File: config.mk
export PLATFORM = sky130hd
export DESIGN_NAME = systolic_drain
export DESIGN_NICKNAME = d
export VERILOG_FILES = /design/src/rtl/tpu_pkg.sv /design/src/rtl/edge_fall_detect.sv /design/src/rtl/systolic_drain.sv
export SDC_FILE = /design/constraint.sdc
export NUM_CORES = 1
export LEC_CHECK = 0
export ABC_AREA = 1
export CELL_PAD_IN_SITES_DETAIL_PLACEMENT = 1
export CELL_PAD_IN_SITES_GLOBAL_PLACEMENT = 1
export CORE_ASPECT_RATIO = 0.9
export CORE_MARGIN = 10
export CORE_UTILIZATION = 37
export CTS_CLUSTER_SIZE = 28
export DETAILED_ROUTE_END_ITERATION = 12
export GPL_ROUTABILITY_DRIVEN = 0
export PLACE_DENSITY_LB_ADDON = 0.1
export SYNTH_ARGS = -nofsm -noshare
export SYNTH_HDL_FRONTEND = slang
export SYNTH_SLANG_ARGS = --single-unit
File: constraint.sdc
create_clock -name clk -period 2.81 [get_ports clk]
set_clock_uncertainty 0.15 [all_clocks]
set_input_delay 0.281 -clock clk [delete_from_list [all_inputs] [get_ports clk]]
set_output_delay 0.281 -clock clk [all_outputs]
set_load 0.02 [all_outputs]
File: src/rtl/tpu_pkg.sv
// Shared constants and FSM encoding for the systolic array datapath blocks.
// The result drain and the operand feeder both import this package.
package tpu_pkg;

    localparam int unsigned TPU_DATA_WIDTH      = 16;
    localparam int unsigned TPU_SRAM_DATA_WIDTH = 32;
    localparam int unsigned TPU_ARRAY_LANES     = 4;
    localparam int unsigned TPU_ADDR_WIDTH      = 10;
    localparam int unsigned TPU_SETTLE          = 2;

    typedef enum logic [1:0] {
        StIdle,
        StWait,
        StWrite,
        StDone
    } drain_state_e;

    // Number of SRAM words needed to hold one packed tile of lane results.
    function automatic int unsigned words_per_tile(input int unsigned lanes,
                                                   input int unsigned data_width,
                                                   input int unsigned sram_width);
        return (lanes * data_width) / sram_width;
    endfunction

endpackage

File: src/rtl/edge_fall_detect.sv
// Registers a level signal and flags its falling edge (registered 1, current 0).
// Shared by the result drain and the operand feeder to watch systolic_en.
module edge_fall_detect (
    input  logic clk,
    input  logic rst,
    input  logic sig_i,
    output logic fall_o
);

    logic sig_q;

    always_ff @(posedge clk or negedge rst) begin
        if (!rst) begin
            sig_q <= 1'b0;
        end else begin
            sig_q <= sig_i;
        end
    end

    assign fall_o = sig_q & ~sig_i;

endmodule

File: src/rtl/systolic_drain.sv
// Collects packed lane results when the systolic compute window closes and streams
// them to result SRAM as consecutive words at an auto-incrementing address.
module systolic_drain
    import tpu_pkg::*;
#(
    parameter int unsigned DATA_WIDTH      = TPU_DATA_WIDTH,
    parameter int unsigned LANES           = TPU_ARRAY_LANES,
    parameter int unsigned SRAM_DATA_WIDTH = TPU_SRAM_DATA_WIDTH,
    parameter int unsigned ADDR_WIDTH      = TPU_ADDR_WIDTH,
    parameter int unsigned SETTLE          = TPU_SETTLE
) (
    input  logic                          clk,
    input  logic                          rst,
    input  logic                          systolic_en,
    input  logic [LANES*DATA_WIDTH-1:0]   data_in,
    input  logic                          cfg_load,
    input  logic [ADDR_WIDTH-1:0]         cfg_base,
    output logic                          sram_wr,
    output logic [ADDR_WIDTH-1:0]         sram_addr,
    output logic [SRAM_DATA_WIDTH-1:0]    sram_wdata,
    input  logic                          sram_ready,
    output logic                          busy,
    output logic                          tile_done,
    output logic [7:0]                    tile_count,
    output logic                          overrun
);

    localparam int unsigned WPT  = words_per_tile(LANES, DATA_WIDTH, SRAM_DATA_WIDTH);
    localparam int unsigned IdxW = (WPT > 1) ? $clog2(WPT) : 1;
    localparam int unsigned CntW = (SETTLE > 1) ? $clog2(SETTLE) : 1;

    drain_state_e                          state_q;
    logic [CntW-1:0]                       cnt_q;
    logic [ADDR_WIDTH-1:0]                 wr_ptr_q;
    logic [IdxW-1:0]                       word_idx_q;
    logic [WPT-1:0][SRAM_DATA_WIDTH-1:0]   buf_q;
    logic                                  sram_wr_q;
    logic [ADDR_WIDTH-1:0]                 sram_addr_q;
    logic [SRAM_DATA_WIDTH-1:0]            sram_wdata_q;
    logic                                  tile_done_q;
    logic [7:0]                            tile_count_q;
    logic                                  overrun_q;

    logic                                  fall;
    logic [IdxW-1:0]                       next_idx;
    logic [ADDR_WIDTH-1:0]                 next_ptr;
    logic                                  last_word;

    edge_fall_detect u_en_fall (
        .clk    (clk),
        .rst    (rst),
        .sig_i  (systolic_en),
        .fall_o (fall)
    );

    assign next_idx  = word_idx_q + 1'b1;
    assign next_ptr  = wr_ptr_q + 1'b1;
    assign last_word = (word_idx_q == IdxW'(WPT - 1));

    always_ff @(posedge clk or negedge rst) begin
        if (!rst) begin
            state_q      <= StIdle;
            cnt_q        <= '0;
            wr_ptr_q     <= '0;
            word_idx_q   <= '0;
            buf_q        <= '0;
            sram_wr_q    <= 1'b0;
            sram_addr_q  <= '0;
            sram_wdata_q <= '0;
            tile_done_q  <= 1'b0;
            tile_count_q <= '0;
            overrun_q    <= 1'b0;
        end else begin
            tile_done_q <= 1'b0;
            case (state_q)
                StIdle: begin
                    if (cfg_load) begin
                        wr_ptr_q  <= cfg_base;
                        overrun_q <= 1'b0;
                    end
                    if (fall) begin
                        cnt_q   <= CntW'(SETTLE - 1);
                        state_q <= StWait;
                    end
                end
                StWait: begin
                    if (fall) overrun_q <= 1'b1;
                    // Capture once the array pipeline has flushed its last results.
                    if (cnt_q == '0) begin
                        buf_q        <= data_in;
                        word_idx_q   <= '0;
                        sram_wr_q    <= 1'b1;
                        sram_addr_q  <= wr_ptr_q;
                        sram_wdata_q <= data_in[SRAM_DATA_WIDTH-1:0];
                        state_q      <= StWrite;
                    end else begin
                        cnt_q <= cnt_q - 1'b1;
                    end
                end
                StWrite: begin
                    if (fall) overrun_q <= 1'b1;
                    // sram_wr is high for the whole of this state, so ready alone means accept.
                    if (sram_ready) begin
                        wr_ptr_q   <= next_ptr;
                        word_idx_q <= next_idx;
                        if (last_word) begin
                            sram_wr_q   <= 1'b0;
                            tile_done_q <= 1'b1;
                            state_q     <= StDone;
                        end else begin
                            sram_addr_q  <= next_ptr;
                            sram_wdata_q <= buf_q[next_idx];
                        end
                    end
                end
                StDone: begin
                    if (fall) overrun_q <= 1'b1;
                    tile_count_q <= tile_count_q + 8'd1;
                    state_q      <= StIdle;
                end
                default: begin
                    sram_wr_q <= 1'b0;
                    state_q   <= StIdle;
                end
            endcase
        end
    end

    assign busy       = (state_q != StIdle);
    assign sram_wr    = sram_wr_q;
    assign sram_addr  = sram_addr_q;
    assign sram_wdata = sram_wdata_q;
    assign tile_done  = tile_done_q;
    assign tile_count = tile_count_q;
    assign overrun    = overrun_q;

endmodule

### After elaboration in Yosys (flattened, before gate mapping)

Cells that the tools add are included.

* flip-flop bits (word level): 132
* input bits: 79
* output and inout bits: 54
* word-level logic and storage cells: 78

* add/sub/neg operators: 4
* order comparisons: 1
* eq/ne operators: 10
* mux-type cells: 33
* bitwise operators: 3
* reductions and logical operators: 14

Operators with widths (count)
* $mux 32: 5
* $pmux 32 s2: 1
* $mux 10: 5
* $pmux 10 s2: 2
* $ne 2x2->1 const B: 6
* $reduce_and 4->1: 3
* $mux 1: 11
* $add 10x1->10 const B: 1
* $add 8x1->8 const B: 1
* $mux 2: 4
* $pmux 1 s2: 4
* $pmux 2 s4: 1
* $reduce_bool 2->1: 4
* $reduce_and 2->1: 3
* $reduce_and 3->1: 2
* $eq 2x2->1 const B: 2
* $reduce_or 3->1: 1
* $eq 2x1->1 const B: 1
* $logic_not 2->1: 1
* $lt 1x2->1 const B: 1
* $ne 2x1->1 const B: 1
* $not 1->1: 2
* $add 1x1->1 const B: 1
* $and 1x1->1: 1
* $sub 1x1->1 const B: 1

### Depth between registers and ports, before layout

Gate-level depths: netlist of run 1.

* depth in word-level cells: 6
* mapped depth: 11
* mapped depth without buffers: 9

### Hierarchy

A second synthesis of run 1 with hierarchy kept.

* cells, all modules: 552
* area total of the unflattened synthesis: 4654.5 um^2

Modules (own cells, without submodules)
* systolic_drain: times used 1, cells each 549, area an instance 4619.4 um^2, seq. area each 2477.4 um^2
* edge_fall_detect: times used 1, cells each 3, area an instance 35.0 um^2, seq. area each 25.0 um^2

### Worst setup path after synthesis of run 1

Ideal clock, no wire load.

* path type: reg-to-reg
* from: reg state_q[0]
* to: reg sram_wdata_q[26] (netlist: sram_wdata[26])
* library setup time: 0.117 ns
* arrival: 1.460 ns
* required time: 2.543 ns
* path slack: 1.083 ns
* cell stages (with the launch flop): 11
* buffers on the path: 2
* period minus slack after synthesis: 1.727 ns
* cell sequence: dfrtp_1 > inv_1 > ha_1 > buf_4 > nor2_1 > nor2_2 > nand2_4 > inv_4 > buf_4 > nor2_1 > nor2_1

* word-level cells in the longest chain between the ends: 3
* elaborated cells on any way between the ends: 8
* classes of those cells: eq/ne: 5; mux: 1; reduce/logical: 2

Ends and longest elaborated chain
* from (decl): RTL line systolic_drain.sv:32 `drain_state_e state_q;`
* from (signal assigned): RTL line systolic_drain.sv:62 `state_q <= StIdle;`
* from (signal assigned): RTL line systolic_drain.sv:83 `state_q <= StWait;`
* from (signal assigned): RTL line systolic_drain.sv:95 `state_q <= StWrite;`
* $eq 2x2->1 / $eq 2x1->1 (equally long branches): RTL line systolic_drain.sv:75 `case (state_q)`
* $ne 2x2->1 (no source line) / $reduce_bool 2->1 (equally long branches)
* $reduce_and 4->1 (no source line)
* to (signal assigned): RTL line systolic_drain.sv:94 `sram_wdata_q <= data_in[SRAM_DATA_WIDTH-1:0];`
* to (signal assigned): RTL line systolic_drain.sv:112 `sram_wdata_q <= buf_q[next_idx];`
* to (decl): RTL line systolic_drain.sv:39 `logic [SRAM_DATA_WIDTH-1:0] sram_wdata_q;`

Parallel ways exist; a longest one is shown, timed or not.
A chain may end at the register's enable or synchronous reset.

### Worst setup path after layout of run 1

* from: reg state_q[0]
* to: reg sram_wdata_q[17] (netlist: sram_wdata[17])

Same word-level chain as after synthesis.

==> metrics.cfg, run 1 <==
[sta]
relSlewSlack = 0.418
rsz0062_at_grt = no
fmax_mhz = 449
fin_crit_ps = 2230
setup_slack_ps = 583
finalMaxSlewViolations = 0
post-route-period-util = 0.792
tightestPinTransition_ps = 873
final_hold_viol_count = 0
tns_ps = 0
setup_violations = 0

[hold_path]
whs_path_depth = 1
worst_hold_path_type = input port to flop

[cells_and_area]
nets = 766
final_layout_size_suffix_gt1_frac = 0.0761
antennaDiodeCount = 0
area_growth_pct = 37.2
fillers = 1454

[setup_path]
crit_path_end_kind = flop
cp.arrival_ps = 2350
reg2reg_depth = 9
setup.worst_path.class = flop to flop
required_ps = 2930
start_kind = flop
cp_max_fo = 27

[detailed_routing]
wirelength_um = 14300
via_count = 4024
drt_iter0_markers = 171
drc = 0
vias_per_cell = 4.77
first_pass_iters = 4
wl_per_cell_um = 17.0
final_antenna_net_count = 0

[global_routing]
grt_pass1_vias = 4524
grt_antenna_before_repair = 0
grt_max_degree = 64
grt_overflow = 0
gr-usage-all-layers = 0.165
grt_pass1_wl_um = 23700

[clocking]
htreeDepth = 3
cts_hold_buf = 1
clockBufferDepth = 2
tritoncts = built
cts_buffers = 9
clkSlewWorstSetupHoldPaths_ps = 60
cts.sinks = 100
insertion_delay_ps = 340
root_buffer = clkbuf_16
cts_resized = 0
cts_setup_buffers = 0

[die]
row_count = 38
start_util = 0.383
dieArea_mm2 = 0.0175
die_w_um = 138
io_pins = 133
dieHeight_um = 127
core_mm2 = 0.0122

[flow_run]
maxCapViolations = 0

[status]
status = finished, final reports clean

[place]
place.port_buffers = 132
place_ws_ps = 593
hpwlAfterDp_um = 10600

[yosys]
ys_seq_area_frac = 0.535
yosys_warnings = 0
ys_types = 28
synth_fp_nets = 641
syn_area_mm2 = 0.00467
avgSynthCellArea_um2 = 8.42
synth_cells = 555
synth_seq_cells = 100

[pwr]
vdd_drop_max_v = 0.000493
p_leak_uw = 0.00300
p_per_area_mw_per_mm2 = 1260

[metrics by stage]
| stage | util | std cells | hold WS (ps) | total power, uW | instance area, um^2 |
|---|---|---|---|---|---|
| after floorplan | - | 555 | -165 | 5330 | 4670 |
| after global placement | 0.502 | 828 | 296 | 6750 | 6130 |
| after detailed placement | 0.502 | 828 | 302 | 6960 | 6130 |
| after CTS | 0.525 | 843 | 248 | 8190 | 6410 |
| after global routing | 0.525 | 843 | 256 | 8800 | 6410 |
| final | 0.525 | 843 | 258 | 8070 | 6410 |
[cell usage in the layout (no fill, tap or decap)]
cell type        Yosys  routed
a21oi_1             31      31
a22oi_1              3       3
a31oi_1              3       3
buf_12               0       2
buf_4                5       7
bufinv_16            0       1
clkbuf_1             6       2
clkbuf_16            0       9
clkdlybuf4s50_1      0     131
clkinv_2             0       2
dfrtp_1            100     100
dlygate4sd3_1        0       1
ha_1                 7       7
inv_1               57      57
inv_2                3       3
inv_4                1       1
mux2_2              21      21
nand2_1             88      87
nand2_2              1       2
nand2_4              1       1
nand3_1             11      11
nand4_1              2       2
nor2_1             143     143
nor2_2               1       1
nor3_1               2       2
o21a_1               1       1
o21ai_0             42      42
o21ai_1              1       1
o21ai_2              1       1
or2_2                1       1
xnor2_1              3       3
xor2_1               4       4
[area by class of cell]
type | instances | area [um^2] | share of cell area
clock buffer | 11 | 233 | 0.0363
clock inverter | 3 | 40.0 | 0.00625
inverter | 61 | 231 | 0.0361
multi-input combinational | 367 | 1790 | 0.279
sequential | 100 | 2500 | 0.390
tap | 160 | 200 | 0.0312
timing repair buffer | 141 | 1410 | 0.221
[sequential cells by signal (all words and copies together), names as in the netlist, 2 cells and up]
name        cells
buf_q          32
wr_ptr_q       10
sram_addr      10
sram_wdata     32
state_q         2
tile_count      8
[power by group]
part | total [uW] | switching (uW) | internal [uW]
sequential | 2650 | 466 | 2180
clock | 1200 | 519 | 678
combinational | 4220 | 2530 | 1700
[kinds of logic (layout without fill, tap and decap cells)]
kind of cell,count (synthesis),in the layout,share of synthesized area
AOI/OAI and AO/OA,82,82,0.0915
xor gates and xnor gates,7,7,0.0131
adders and majority gates,7,7,0.0187
buffers and inverters,88,216,0.0822
DFF,100,100,0.535
muxes,21,21,0.0506
and+or+nand+nor,250,250,0.209
[per-layer routing]
metal	routed length, um	track usage	vias up
met5	0	0	-
met4	189	0.0421	0
met3	981	0.0660	17
met2	6980	0.277	90
met1	6190	0.192	1943
li1	-	-	1974
[worst max-delay path, cell delays in order (launching register included)]
cell	delay, ps
dfrtp_1	410
inv_1	120
ha_1	310
nand2_1	150
o21ai_1	130
inv_1	120
nand2_4	200
buf_4	350
nor2_1	80
nor2_1	120
[final timing paths]
path / from / end / slack [ps]
min: systolic_en / u_en_fall.sig_q / 260
max in group asynchronous: rst / sram_wdata[22] / 1370
min in group asynchronous: rst / wr_ptr_q[4] / 420
max: state_q[0] / sram_wdata[17] / 580
max reg2reg: state_q[0] / sram_wdata[17] / 580
min reg2reg: tile_count[7] / tile_count[7] / 330
[cells in the mapped netlist]
cell      count  area [um^2]
a21oi_1      31          155
a22oi_1       3         22.5
a31oi_1       3         18.8
buf_2        14         70.1
buf_4         5         37.5
buf_6         2         22.5
clkbuf_1      6         22.5
dfrtp_1     100         2500
ha_1          7         87.6
inv_1        57          214
inv_2         3         11.3
inv_4         1         6.26
mux2_2       21          236
nand2_1      88          330
nand2_2       1         6.26
nand2_4       1         11.3
nand3_1      11         55.1
nand4_1       2         12.5
nor2_1      143          537
nor2_2        1         6.26
nor3_1        2         10.0
o21a_1        1         7.51
o21ai_0      42          210
o21ai_1       1         5.00
o21ai_2       1         8.76
or2_2         1         6.26
xnor2_1       3         26.3
xor2_1        4         35.0
No activity file was read; power rests on OpenSTA's default activity.
==> run 2: changes to the inputs <==
--- a/config.mk
+++ b/config.mk
@@ -10,7 +10,7 @@
 export CELL_PAD_IN_SITES_GLOBAL_PLACEMENT = 1
 export CORE_ASPECT_RATIO = 0.9
 export CORE_MARGIN = 10
-export CORE_UTILIZATION = 37
+export CORE_UTILIZATION = 34
 export CTS_CLUSTER_SIZE = 28
 export DETAILED_ROUTE_END_ITERATION = 12
 export GPL_ROUTABILITY_DRIVEN = 0
==> constraint.sdc (replaced) <==
create_clock -name clk -period 2.2 [get_ports clk]
set_clock_uncertainty 0.15 [all_clocks]
set_input_delay 0.22 -clock clk [delete_from_list [all_inputs] [get_ports clk]]
set_output_delay 0.22 -clock clk [all_outputs]
set_load 0.02 [all_outputs]
==> metrics.cfg, run 2 (same netlist as run 1, synthesis figures left out) <==
[status]
status = finished, final reports clean  ; unchanged

[cells_and_area]
area_growth_pct = 38.6  ; was 37.2%
final_layout_size_suffix_gt1_frac = 0.0885  ; was 0.0761
mostFrequentLayoutCell = nor2_1  ; unchanged
nets = 772  ; was 766
post-route-util = 0.483  ; was 0.525
final_area_mm2 = 0.00648  ; was 0.00641 mm^2
fin_cells = 858  ; was 843
final_cell_mix = nor2_1, clkdlybuf4s50_1, dfrtp_1, nand2_1, inv_1  ; unchanged

[setup_path]
start_kind = flop  ; unchanged
cp.arrival_ps = 2100  ; was 2350 ps
reg2reg_depth = 9  ; unchanged
endpoint = sram_wdata[25]  ; was sram_wdata[17]
crit_start = state_q[0]  ; unchanged
setup.worst_path.class = flop to flop  ; unchanged
ff2ff_setup_slack_ps = 220  ; was 580 ps
crit_path_end_kind = flop  ; unchanged
required_ps = 2320  ; was 2930 ps
reg2reg_to = sram_wdata[25]  ; was sram_wdata[17]
r2r-start = state_q[0]  ; unchanged
cp_max_fo = 16  ; was 27

[detailed_routing]
first_pass_iters = 4  ; unchanged
topRoutingLayerUsed = met5  ; was met4
wl_met3_um = 939  ; was 981 um
vias_per_cell = 4.78  ; was 4.77
dr_wl_met2_um = 6980  ; about the same
wl_met1_um = 6520  ; was 6190 um
final_antenna_net_count = 0  ; unchanged
via_count = 4097  ; was 4,024
wirelength_um = 14600  ; was 14,300 um
drc = 0  ; unchanged
wl_per_cell_um = 17.0  ; about the same
drt_iter0_markers = 125  ; was 171

[pwr]
intPower_uw = 5860  ; was 4560 uW
swShare = 0.435  ; about the same
p_comb_frac = 0.531  ; was 0.524
p_clk_frac = 0.145  ; was 0.148
p_leak_uw = 0.00303  ; was 0.00300 uW
vdd_drop_max_v = 0.000680  ; was 0.000493 V
p_per_area_mw_per_mm2 = 1600  ; was 1260 mW/mm^2
seqPwrFrac = 0.324  ; was 0.328
switchingPower_uw = 4510  ; was 3510 uW

[global_routing]
grt_pass1_vias = 4563  ; was 4,524
grt_max_degree = 43  ; was 64
grt_pass1_wl_um = 24100  ; was 23,700 um
grt_overflow = 0  ; unchanged
gr-usage-all-layers = 0.159  ; was 0.165
grt_antenna_before_repair = 2  ; was 0

[clocking]
cts_setup_buffers = 0  ; unchanged
tritoncts = built  ; unchanged
cts_buffers = 9  ; unchanged
root_buffer = clkbuf_16  ; unchanged
htreeDepth = 3  ; unchanged
cts.sinks = 100  ; unchanged
insertion_delay_ps = 340  ; about the same
clockBufferDepth = 2  ; unchanged
clkSlewWorstSetupHoldPaths_ps = 60  ; about the same

[hold_path]
worst_hold_path_type = input port to flop  ; unchanged

[place]
placed_area_mm2 = 0.00618  ; was 0.00613 mm^2
placedCellCount = 842  ; was 828
place.port_buffers = 132  ; unchanged
hpwlAfterDp_um = 11000  ; was 10,600 um

[sta]
hold_slack_ps = 198  ; was 258 ps
fmax_mhz = 504  ; was 449 MHz
rsz0062_at_grt = no  ; unchanged
fin_crit_ps = 1980  ; was 2230 ps
finalMaxSlewViolations = 0  ; unchanged
tns_ps = 0  ; unchanged
final_hold_viol_count = 0  ; unchanged
setup_violations = 0  ; unchanged
relSlewSlack = 0.636  ; was 0.418
post-route-period-util = 0.901  ; was 0.792
tightestPinTransition_ps = 546  ; was 873 ps

[flow_run]
maxCapViolations = 0  ; unchanged

[die]
row_count = 40  ; was 38
core_mm2 = 0.0134  ; was 0.0122 mm^2
start_util = 0.349  ; was 0.383
io_pins = 133  ; unchanged
die_w_um = 144  ; was 138 um
dieArea_mm2 = 0.0188  ; was 0.0175 mm^2
dieHeight_um = 131  ; was 127 um

[run 2: how the worst min path moves through the flow]
stage                     slack (ps)               to  cells past startpoint        start
final                            200  u_en_fall.sig_q                      1  systolic_en
after global routing             190  u_en_fall.sig_q                      1  systolic_en
after CTS                        180  u_en_fall.sig_q                      1  systolic_en
after detailed placement         100      wr_ptr_q[3]                      1          rst
after global placement            90      wr_ptr_q[3]                      1          rst
after floorplan                 -230        buf_q[32]                      0          rst
[run 2: area by class of cell]
class                      instances  area, um^2
clock inverter                     2        10.0
tap                              168         210
sequential                       100        2500
fill                            1605        6930
antenna                            1        2.50
timing repair buffer             147        1460
clock buffer                      12         267
multi-input combinational        367        1790
inverter                          61         234
[run 2: per-stage QoR]
step	power [uW]	worst slack (ps)
global route	11300	6.03
floorplan	6800	473
global placement	8710	251
detailed placement	8980	87.7
finish	10400	217
CTS	10500	60.4
[run 2: routing by layer]
layer  track usage  vias to the layer above
li1              -                     1988
met1         0.194                     2010
met2         0.262                       85
met3        0.0605                       12
met4        0.0323                        2
met5             0                        -
[run 2: repair_timing]
item	4_1_cts	5_1_grt
setup endpoints to repair	1	42
hold buffers	1	0
hold endpoints to repair	37	0
resized for setup	1	3
[run 2: power by group through the flow]
stage	registers, uW	logic, uW	clock network (uW)
floorplan	3800	3010	0
global placement	3360	5360	0
detailed placement	3390	5590	0
CTS	3380	5610	1560
global route	3500	6210	1640
finish	3360	5510	1500
[run 2: critical path, stage by stage (launching register included)]
cell	delay, ps
dfrtp_1	420
inv_1	120
ha_2	270
nand2_1	100
o21ai_1	110
inv_1	120
nand2_4	160
buf_4	260
nor2_1	60
nor2_1	130
